`config.mk`:
```
export PLATFORM = sky130hd
export DESIGN_NAME = regfile_rename_flat
export DESIGN_NICKNAME = d
export VERILOG_FILES = /design/src/rtl/regfile_pkg.sv /design/src/rtl/regfile_rename_if.sv /design/src/rtl/regfile_read_port.sv /design/src/rtl/regfile_rename.sv /design/src/flat_wrapper.sv
export SDC_FILE = /design/constraint.sdc
export NUM_CORES = 2
export LEC_CHECK = 0
export CAP_MARGIN = 10
export CORE_MARGIN = 2
export CORE_UTILIZATION = 50
export DETAILED_ROUTE_END_ITERATION = 8
export PLACE_DENSITY = 0.74
export SKIP_CTS_REPAIR_TIMING = 1
export SLEW_MARGIN = 25
export SYNTH_ARGS = -nofsm -noshare
export SYNTH_HDL_FRONTEND = slang
export SYNTH_SLANG_ARGS = --single-unit
```
`constraint.sdc`:
```
create_clock -name clk -period 114.8 [get_ports clk]
set_input_delay 11.48 -clock clk [delete_from_list [all_inputs] [get_ports clk]]
set_output_delay 11.48 -clock clk [all_outputs]
set_load 0.02 [all_outputs]
```
`src/rtl/regfile_pkg.sv`:
```
// Shared constants, read-result view and address-width helper for the rename register file.
package regfile_pkg;
   localparam int XLEN_DEF  = 32;
   localparam int ROB_W_DEF = 4;

   // Result of one read port at the default widths.
   typedef struct packed {
      logic                 ready;
      logic [XLEN_DEF-1:0]  val;
      logic [ROB_W_DEF-1:0] tag;
   } rd_result_t;

   function automatic int aw_of(input int nreg);
      return (nreg > 1) ? $clog2(nreg) : 1;
   endfunction
endpackage

```
`src/rtl/regfile_rename_if.sv`:
```
// Dispatch/ROB-facing bundle of the rename register file.
interface regfile_rename_if
   import regfile_pkg::*;
#(
   parameter int XLEN  = XLEN_DEF,
   parameter int NREG  = 32,
   parameter int ROB_W = ROB_W_DEF,
   parameter int NRD   = 2
);
   localparam int AW = aw_of(NREG);

   // No backpressure: issue_en/commit_en are valid-only strobes and are
   // accepted on any rising clock edge where rdy is high; rdy low freezes state.
   logic                 rdy;
   logic                 flush;
   logic [NRD*AW-1:0]    rs_a;
   logic [NRD-1:0]       rs_ready;
   logic [NRD*XLEN-1:0]  rs_val;
   logic [NRD*ROB_W-1:0] rs_tag;
   logic                 issue_en;
   logic [AW-1:0]        issue_rd;
   logic [ROB_W-1:0]     issue_tag;
   logic                 commit_en;
   logic [AW-1:0]        commit_rd;
   logic [ROB_W-1:0]     commit_tag;
   logic [XLEN-1:0]      commit_val;
   logic [AW:0]          busy_cnt;

   modport master (
      output rdy, flush, rs_a, issue_en, issue_rd, issue_tag,
             commit_en, commit_rd, commit_tag, commit_val,
      input  rs_ready, rs_val, rs_tag, busy_cnt
   );

   modport slave (
      input  rdy, flush, rs_a, issue_en, issue_rd, issue_tag,
             commit_en, commit_rd, commit_tag, commit_val,
      output rs_ready, rs_val, rs_tag, busy_cnt
   );
endinterface

```
`src/rtl/regfile_read_port.sv`:
```
// One combinational read port: stored-state lookup with same-cycle commit bypass.
module regfile_read_port #(
   parameter int XLEN  = 32,
   parameter int ROB_W = 4,
   parameter int AW    = 5
) (
   input  logic [AW-1:0]    addr,
   input  logic             busy,
   input  logic [XLEN-1:0]  stored_val,
   input  logic [ROB_W-1:0] stored_tag,
   input  logic             commit_live,
   input  logic [AW-1:0]    commit_rd,
   input  logic [ROB_W-1:0] commit_tag,
   input  logic [XLEN-1:0]  commit_val,
   output logic             ready,
   output logic [XLEN-1:0]  val,
   output logic [ROB_W-1:0] tag
);
   always_comb begin
      ready = 1'b1;
      val   = stored_val;
      tag   = stored_tag;
      if (addr == '0) begin
         val = '0;
         tag = '0;
      end else if (busy) begin
         // Only the commit that owns the current rename may forward its value.
         if (commit_live && commit_rd == addr && commit_tag == stored_tag)
            val = commit_val;
         else
            ready = 1'b0;
      end
   end
endmodule

```
`src/rtl/regfile_rename.sv`:
```
// Architectural register file with per-register rename (busy/tag) state and a live busy count.
module regfile_rename
   import regfile_pkg::*;
#(
   parameter int XLEN  = XLEN_DEF,
   parameter int NREG  = 32,
   parameter int ROB_W = ROB_W_DEF,
   parameter int NRD   = 2
) (
   input  logic          clk,
   input  logic          rst,
   regfile_rename_if.slave bus
);
   localparam int AW = aw_of(NREG);

   logic [XLEN-1:0]  val_q [NREG];
   logic [ROB_W-1:0] tag_q [NREG];
   logic [NREG-1:0]  busy_q, busy_d;
   logic [AW:0]      cnt_q, cnt_d;

   logic issue_wr, commit_wr, commit_clr, issue_set;

   logic [NRD-1:0]       rd_ready;
   logic [NRD*XLEN-1:0]  rd_val;
   logic [NRD*ROB_W-1:0] rd_tag;

   assign issue_wr   = bus.issue_en && bus.issue_rd != '0 && !bus.flush;
   assign commit_wr  = bus.commit_en && bus.commit_rd != '0;
   // A clear on the register being re-issued this cycle is absorbed by the issue.
   assign commit_clr = commit_wr && busy_q[bus.commit_rd]
                       && tag_q[bus.commit_rd] == bus.commit_tag
                       && !(issue_wr && bus.issue_rd == bus.commit_rd);
   assign issue_set  = issue_wr && !busy_q[bus.issue_rd];

   always_comb begin
      busy_d = busy_q;
      if (commit_clr) busy_d[bus.commit_rd] = 1'b0;
      if (bus.flush) busy_d = '0;
      else if (issue_wr) busy_d[bus.issue_rd] = 1'b1;
   end

   always_comb begin
      cnt_d = cnt_q;
      if (bus.flush) cnt_d = '0;
      else cnt_d = cnt_q + (AW+1)'(issue_set) - (AW+1)'(commit_clr);
   end

   always_ff @(posedge clk or posedge rst) begin
      if (rst) begin
         busy_q <= '0;
         cnt_q  <= '0;
         for (int r = 0; r < NREG; r++) begin
            val_q[r] <= '0;
            tag_q[r] <= '0;
         end
      end else if (bus.rdy) begin
         busy_q <= busy_d;
         cnt_q  <= cnt_d;
         if (commit_wr) val_q[bus.commit_rd] <= bus.commit_val;
         if (issue_wr)  tag_q[bus.issue_rd]  <= bus.issue_tag;
      end
   end

   for (genvar i = 0; i < NRD; i++) begin : g_rd
      logic [AW-1:0] addr;
      assign addr = bus.rs_a[i*AW +: AW];

      regfile_read_port #(.XLEN(XLEN), .ROB_W(ROB_W), .AW(AW)) u_port (
         .addr        (addr),
         .busy        (busy_q[addr]),
         .stored_val  (val_q[addr]),
         .stored_tag  (tag_q[addr]),
         .commit_live (bus.commit_en && bus.rdy),
         .commit_rd   (bus.commit_rd),
         .commit_tag  (bus.commit_tag),
         .commit_val  (bus.commit_val),
         .ready       (rd_ready[i]),
         .val         (rd_val[i*XLEN +: XLEN]),
         .tag         (rd_tag[i*ROB_W +: ROB_W])
      );
   end

   assign bus.rs_ready = rd_ready;
   assign bus.rs_val   = rd_val;
   assign bus.rs_tag   = rd_tag;
   assign bus.busy_cnt = cnt_q;
endmodule

```
`src/flat_wrapper.sv`:
```
// flat-port wrapper written by rule: the top's interface ports become plain ports
module regfile_rename_flat import regfile_pkg::*;
#(
   parameter int XLEN  = XLEN_DEF,
   parameter int NREG  = 32,
   parameter int ROB_W = ROB_W_DEF,
   parameter int NRD   = 2
)
  (clk, rst, bus_rdy, bus_flush, bus_rs_a, bus_issue_en, bus_issue_rd, bus_issue_tag, bus_commit_en, bus_commit_rd, bus_commit_tag, bus_commit_val, bus_rs_ready, bus_rs_val, bus_rs_tag, bus_busy_cnt);
  regfile_rename_if #(.XLEN(XLEN), .NREG(NREG), .ROB_W(ROB_W), .NRD(NRD)) bus_i ();
  input  logic clk;
  input  logic rst;
  input wire logic [$bits(bus_i.rdy)-1:0] bus_rdy;
  input wire logic [$bits(bus_i.flush)-1:0] bus_flush;
  input wire logic [$bits(bus_i.rs_a)-1:0] bus_rs_a;
  input wire logic [$bits(bus_i.issue_en)-1:0] bus_issue_en;
  input wire logic [$bits(bus_i.issue_rd)-1:0] bus_issue_rd;
  input wire logic [$bits(bus_i.issue_tag)-1:0] bus_issue_tag;
  input wire logic [$bits(bus_i.commit_en)-1:0] bus_commit_en;
  input wire logic [$bits(bus_i.commit_rd)-1:0] bus_commit_rd;
  input wire logic [$bits(bus_i.commit_tag)-1:0] bus_commit_tag;
  input wire logic [$bits(bus_i.commit_val)-1:0] bus_commit_val;
  output wire logic [$bits(bus_i.rs_ready)-1:0] bus_rs_ready;
  output wire logic [$bits(bus_i.rs_val)-1:0] bus_rs_val;
  output wire logic [$bits(bus_i.rs_tag)-1:0] bus_rs_tag;
  output wire logic [$bits(bus_i.busy_cnt)-1:0] bus_busy_cnt;
  assign bus_i.rdy = bus_rdy;
  assign bus_i.flush = bus_flush;
  assign bus_i.rs_a = bus_rs_a;
  assign bus_i.issue_en = bus_issue_en;
  assign bus_i.issue_rd = bus_issue_rd;
  assign bus_i.issue_tag = bus_issue_tag;
  assign bus_i.commit_en = bus_commit_en;
  assign bus_i.commit_rd = bus_commit_rd;
  assign bus_i.commit_tag = bus_commit_tag;
  assign bus_i.commit_val = bus_commit_val;
  assign bus_rs_ready = bus_i.rs_ready;
  assign bus_rs_val = bus_i.rs_val;
  assign bus_rs_tag = bus_i.rs_tag;
  assign bus_busy_cnt = bus_i.busy_cnt;
  regfile_rename #(.XLEN(XLEN), .NREG(NREG), .ROB_W(ROB_W), .NRD(NRD)) u_core (.clk(clk), .rst(rst), .bus(bus_i));
endmodule
```
# After elaboration in Yosys (flattened, before gate mapping)
# Index checks and enable logic that the tools add are counted.
# Widths: inputs -> output; s select.
dict set report totals {
  reg_bits 1190
  in_bits 66
  out_inout_bits 80
  wordCells 170
}
dict set report classes {
  addsub 2
  order_cmp 12
  eq_ne 6
  mux 51
  n_bitwise 7
  n_reduce_logical 26
}
# cell n
set ops {}
lappend ops {{$bwmux 1024} 1}
lappend ops {{$mux 32} 14}
lappend ops {{$bmux 32 s5} 2}
lappend ops {{$demux 32 s5} 1}
lappend ops {{$bwmux 128} 1}
lappend ops {{$bmux 4 s5} 3}
lappend ops {{$mux 4} 9}
lappend ops {{$and 32x32->32} 1}
lappend ops {{$not 32->32} 1}
lappend ops {{$or 32x32->32} 1}
lappend ops {{$ge 6x6->1 const B} 4}
lappend ops {{$lt 5x6->1 const B} 4}
lappend ops {{$not 5->6} 4}
lappend ops {{$bmux 1 s5} 4}
lappend ops {{$demux 4 s5} 1}
lappend ops {{$logic_and 1x1->1} 17}
lappend ops {{$eq 5x5->1} 3}
lappend ops {{$eq 4x4->1} 3}
lappend ops {{$lt 6x1->1 const B} 2}
lappend ops {{$mux 1} 12}
lappend ops {{$demux 1 s5} 2}
lappend ops {{$ge 5x1->1 const B} 2}
lappend ops {{$logic_not 5->1} 2}
lappend ops {{$reduce_bool 5->1} 2}
lappend ops {{other kinds (5)} 8}

# Depth between registers and ports, before layout
dict set report logic_depth {
  ltp_word 11
  ltp_mapped 21
  depth_no_buf 18
}

# Modules after synthesis
# A second synthesis with hierarchy kept.
dict set report hier_totals {
  hier_cells 4312
  area_unflattened_um2 66989.2
}
# mod n_inst cells_each area_each_um2 seq_area_each_um2
set by_module_without_submodules {}
lappend by_module_without_submodules {regfile_rename 1 4022 64887.2 29778.6}
lappend by_module_without_submodules {regfile_read_port 2 145 1051.0 0.0}

# Least setup slack after synthesis
# OpenSTA, ideal clock, no wires.
dict set report synth_timing {
  path_kind {input to output}
  from {input port bus_rs_a[1]}
  to {output port bus_rs_val[10]}
  arrival_ps 14012
  required_ps 103320
  slack_ps 89308
  cell_stages 10
  path_buffers 6
  path_cell_list {buf_2 buf_2 buf_2 buf_2 buf_2 buf_1 mux4_2 mux4_2 o211ai_1 mux2i_1}
}
dict set report synth_via {
  elab_chain_cells 9
  elab_cells_between_ends 17
  cone_classes {2 x eq/ne; 11 x mux; 1 x bitwise; 3 x reduce/logical}
}
# element line
set synth_rtl {}
lappend synth_rtl {{start: declaration} flat_wrapper.sv:15} ;# input wire logic [$bits(bus_i.rs_a)-1:0] bus_rs_a;
lappend synth_rtl {{$not 5->6 (not written as such)} {regfile_rename.sv:71, regfile_rename.sv:72}}
lappend synth_rtl {{$bmux 4 s5} regfile_rename.sv:72} ;# .stored_tag (tag_q[addr]),
lappend synth_rtl {{$mux 4 (not written as such) (2 in series)} regfile_rename.sv:72}
lappend synth_rtl {{$eq 4x4->1} regfile_read_port.sv:28} ;# if (commit_live && commit_rd == addr && commit_tag == stored_tag)
lappend synth_rtl {{$logic_and 1x1->1} regfile_read_port.sv:28}
lappend synth_rtl {{$mux 32} regfile_read_port.sv:28}
lappend synth_rtl {{$mux 32} regfile_read_port.sv:26} ;# end else if (busy) begin
lappend synth_rtl {{$mux 32 (*)} regfile_read_port.sv:23} ;# if (addr == '0) begin
lappend synth_rtl {{end: declaration} flat_wrapper.sv:24} ;# output wire logic [$bits(bus_i.rs_val)-1:0] bus_rs_val;
# Every way passes the cells marked *; elsewhere a longest branch is shown, timed or not. The select of a mux whose other input is x is not followed.

# Worst setup path in the final report
dict set report layout_timing {
  from {input port bus_rs_a[1]}
  to {output port bus_rs_val[1]}
}
# Same word-level chain as after synthesis.

==> impl_metrics.py <==
metrics = {
    "detailed_routing": {
        "first_iter_violations": 4858,
        "routed_wl_mm": 192.3,
        "drc": 0,
        "via_count": 41950,
        "ant_nets": 0,
        "wl_per_cell_um": 31.71,
        "via_per_inst": 6.917,
        "first_pass_iters": 6,
    },
    "finish": {
        "nets": 4280,
        "area_growth_pct": 10.50,
        "layout_common_cells": "dfrtp_1, mux2_2, mux4_2",
        "drive_gt1_share_pct": 51.72,
        "final_common_cell": "dfrtp_1",
        "fin_util_pct": 55.70,
        "fin_cells": 6065,
        "antenna_cells": 0,
    },
    "floorplanning": {
        "rows": 133,
        "die_width_um": 368.3,
        "die_h_um": 368.3,
        "core_sq_um": 131600,
        "boundaryPins": 146,
        "initial_utilization_pct": 50.41,
        "die_area_sq_um": 135600,
    },
    "worst_setup_path": {
        "critPathLaunchType": "input port",
        "arrival_ps": 16340,
        "crit_fanout": 149,
        "crit_path_end_kind": "primary output",
        "worst-endpoint-required_ps": 103320,
        "crit_type": "input port to primary output",
    },
    "yosys": {
        "yosysWarnings": 0,
        "synth_edf_count": 0,
        "synth_area_sq_um": 66350,
        "synth_seq_cells": 1190,
        "async_reset_ff_share_pct": 100.0,
        "syn_avg_cell_area_sq_um": 15.33,
        "synth_top_cell_by_area": "dfrtp_1",
        "ys_top_cells_by_area": "dfrtp_1, mux4_2, mux2_2",
        "ys_seq_area_share_pct": 44.88,
        "yosysUniqueCellTypes": 58,
        "synth_fp_nets": 4402,
        "synth-main-ff-cell": "dfrtp_1",
        "synth_top_area_share_pct": 44.88,
        "netlist_instances": 4329,
    },
    "clocking": {
        "cts_tree": "built",
        "cts.sinks": 1190,
        "cts_made_buffers": 134,
        "root_buffer": "clkbuf_16",
        "htreeDepth": 4,
        "worstSkewPairLatency_ps": 770,
        "cts_max_path_buffers": 3,
        "cts.clk_slew.worst_paths_ps": 60,
    },
    "power": {
        "p_leak_nw": 32.23,
        "irDropWorstVdd_mv": 0.01163,
        "power_mw": 1.163,
        "power.density_nw_per_um2": 15.85,
    },
    "sta": {
        "worst_pin_slew_ps": 1136,
        "setup-violations-final": 0,
        "drv_slew": 0,
        "rsz0062_at_grt": "false",
        "fin_skew_ps": 20.83,
        "fin_crit_sh_pct": 24.24,
        "hold_viol_final": 0,
        "max_freq_mhz": 35.94,
        "finalSetupTns_ps": 0,
        "hold_slack_ps": 395.6,
        "finalCriticalPeriod_ps": 27820,
        "slew_headroom_pct": 24.11,
    },
    "grt": {
        "antenna_found_initial": 6,
        "grt_overflow": 0,
        "grt_pass1_vias": 43110,
        "grt_usage_pct": 28.60,
        "grt_pass1_wl_mm": 288.4,
        "grt_max_degree": 176,
    },
    "job": {
        "maxCapViolations": 0,
    },
    "min_path": {
        "min_path_type": "register to register",
    },
    "outcome": {
        "status": "complete, no violations",
    },
    "place": {
        "io_buffers": 145,
        "gp_congestion": 0.9279,
        "placed_cells": 5825,
        "place_hpwl_mm": 105.8,
    },
}
==> stage by stage <==
step           setup WS (ps)  instance area [sq um]
4_1_cts                87050                  73370
2_1_floorplan          69800                  66350
5_1_grt                86810                  73320
3_5_place_dp           87030                  68840
6_report               86980                  73320
3_3_place_gp           87020                  68870
==> sequential cells by signal (all words and copies together) (netlist names) <==
signal,flops
u_core.val_q,1024
u_core.tag_q,128
u_core.busy_q,32
u_core.bus.busy_cnt,6
==> cell families after synthesis <==
kind of cell | synth area share (%)
DFF | 44.88
xor gates and xnor gates | 0.3564
AOI/OAI and AO/OA | 2.612
muxes | 46.04
adders and majority gates | 0.1433
and+or+nand+nor | 2.757
buffers and inverters | 3.211
==> where the power goes <==
part           internal (mW)  switching (mW)  total, mW
combinational          0.121          0.0873      0.208
clock                  0.262           0.182      0.443
sequential             0.471          0.0402      0.511
==> worst max-delay path, cell delays in order <==
cell and delay (ps):
buf_8 590, buf_12 770, xor2_1 170, nor4_1 370
nand3_1 180, nor2_1 120, mux2i_1 150, nor4_4 170
buf_4 750, mux2i_1 500, clkdlybuf4s50_1 720
==> layer usage <==
metal | part of all wire [%] | track usage, %
met1 | 41 | 40.62
met2 | 47 | 44.51
met3 | 8.1 | 5.676
met4 | 3.4 | 9.427
met5 | 0.045 | 0.1781
==> synth_stat cells (4+ instances only) <==
master,instances
nor2b_1,11
dfrtp_1,1190
buf_6,8
nand4_1,14
o21ai_0,4
nor2_1,61
clkbuf_1,299
a21o_1,4
a21oi_1,23
ha_1,6
nor3b_1,8
or2_2,6
xnor2_1,17
nand2b_1,47
mux2_2,1113
mux4_2,722
nand3_1,30
o22ai_1,7
buf_1,59
inv_1,13
mux2i_1,170
o311ai_0,27
o211ai_1,33
a22oi_1,63
buf_2,116
buf_4,9
or3_1,4
nor3_1,9
a31oi_1,4
and3_1,6
nand3b_1,4
nand2_1,143
xor2_1,10
o211a_1,33
mux2_1,5
and2_1,11
and3b_1,5
==> worst paths after layout <==
path / cells past startpoint / end / start / slack (ps)
setup / recovery: 11 / bus_rs_val[1] / bus_rs_a[1] / 86980
hold / removal: 0 / u_core.val_q[1014]$_DFFE_PP0P_ / u_core.val_q[1014]$_DFFE_PP0P_ / 400
setup reg to reg: 19 / u_core.bus.busy_cnt[5]$_DFFE_PP0P_ / u_core.tag_q[0]$_DFFE_PP0P_ / 110580
hold reg to reg: 0 / u_core.val_q[1014]$_DFFE_PP0P_ / u_core.val_q[1014]$_DFFE_PP0P_ / 400
max in group asynchronous: 5 / u_core.val_q[520]$_DFFE_PP0P_ / rst / 100380
min in group asynchronous: 2 / u_core.val_q[726]$_DFFE_PP0P_ / rst / 11300
==> area by class of cell <==
type / instances / area (sq um)
fill: 10290 / 58310
multi-input combinational: 2635 / 34680
sequential: 1190 / 29780
clock buffer: 191 / 3963
tap: 1755 / 2196
timing repair buffer: 233 / 2088
clock inverter: 48 / 563.0
inverter: 13 / 56.30
No activity file was read; power rests on OpenSTA's default activity.
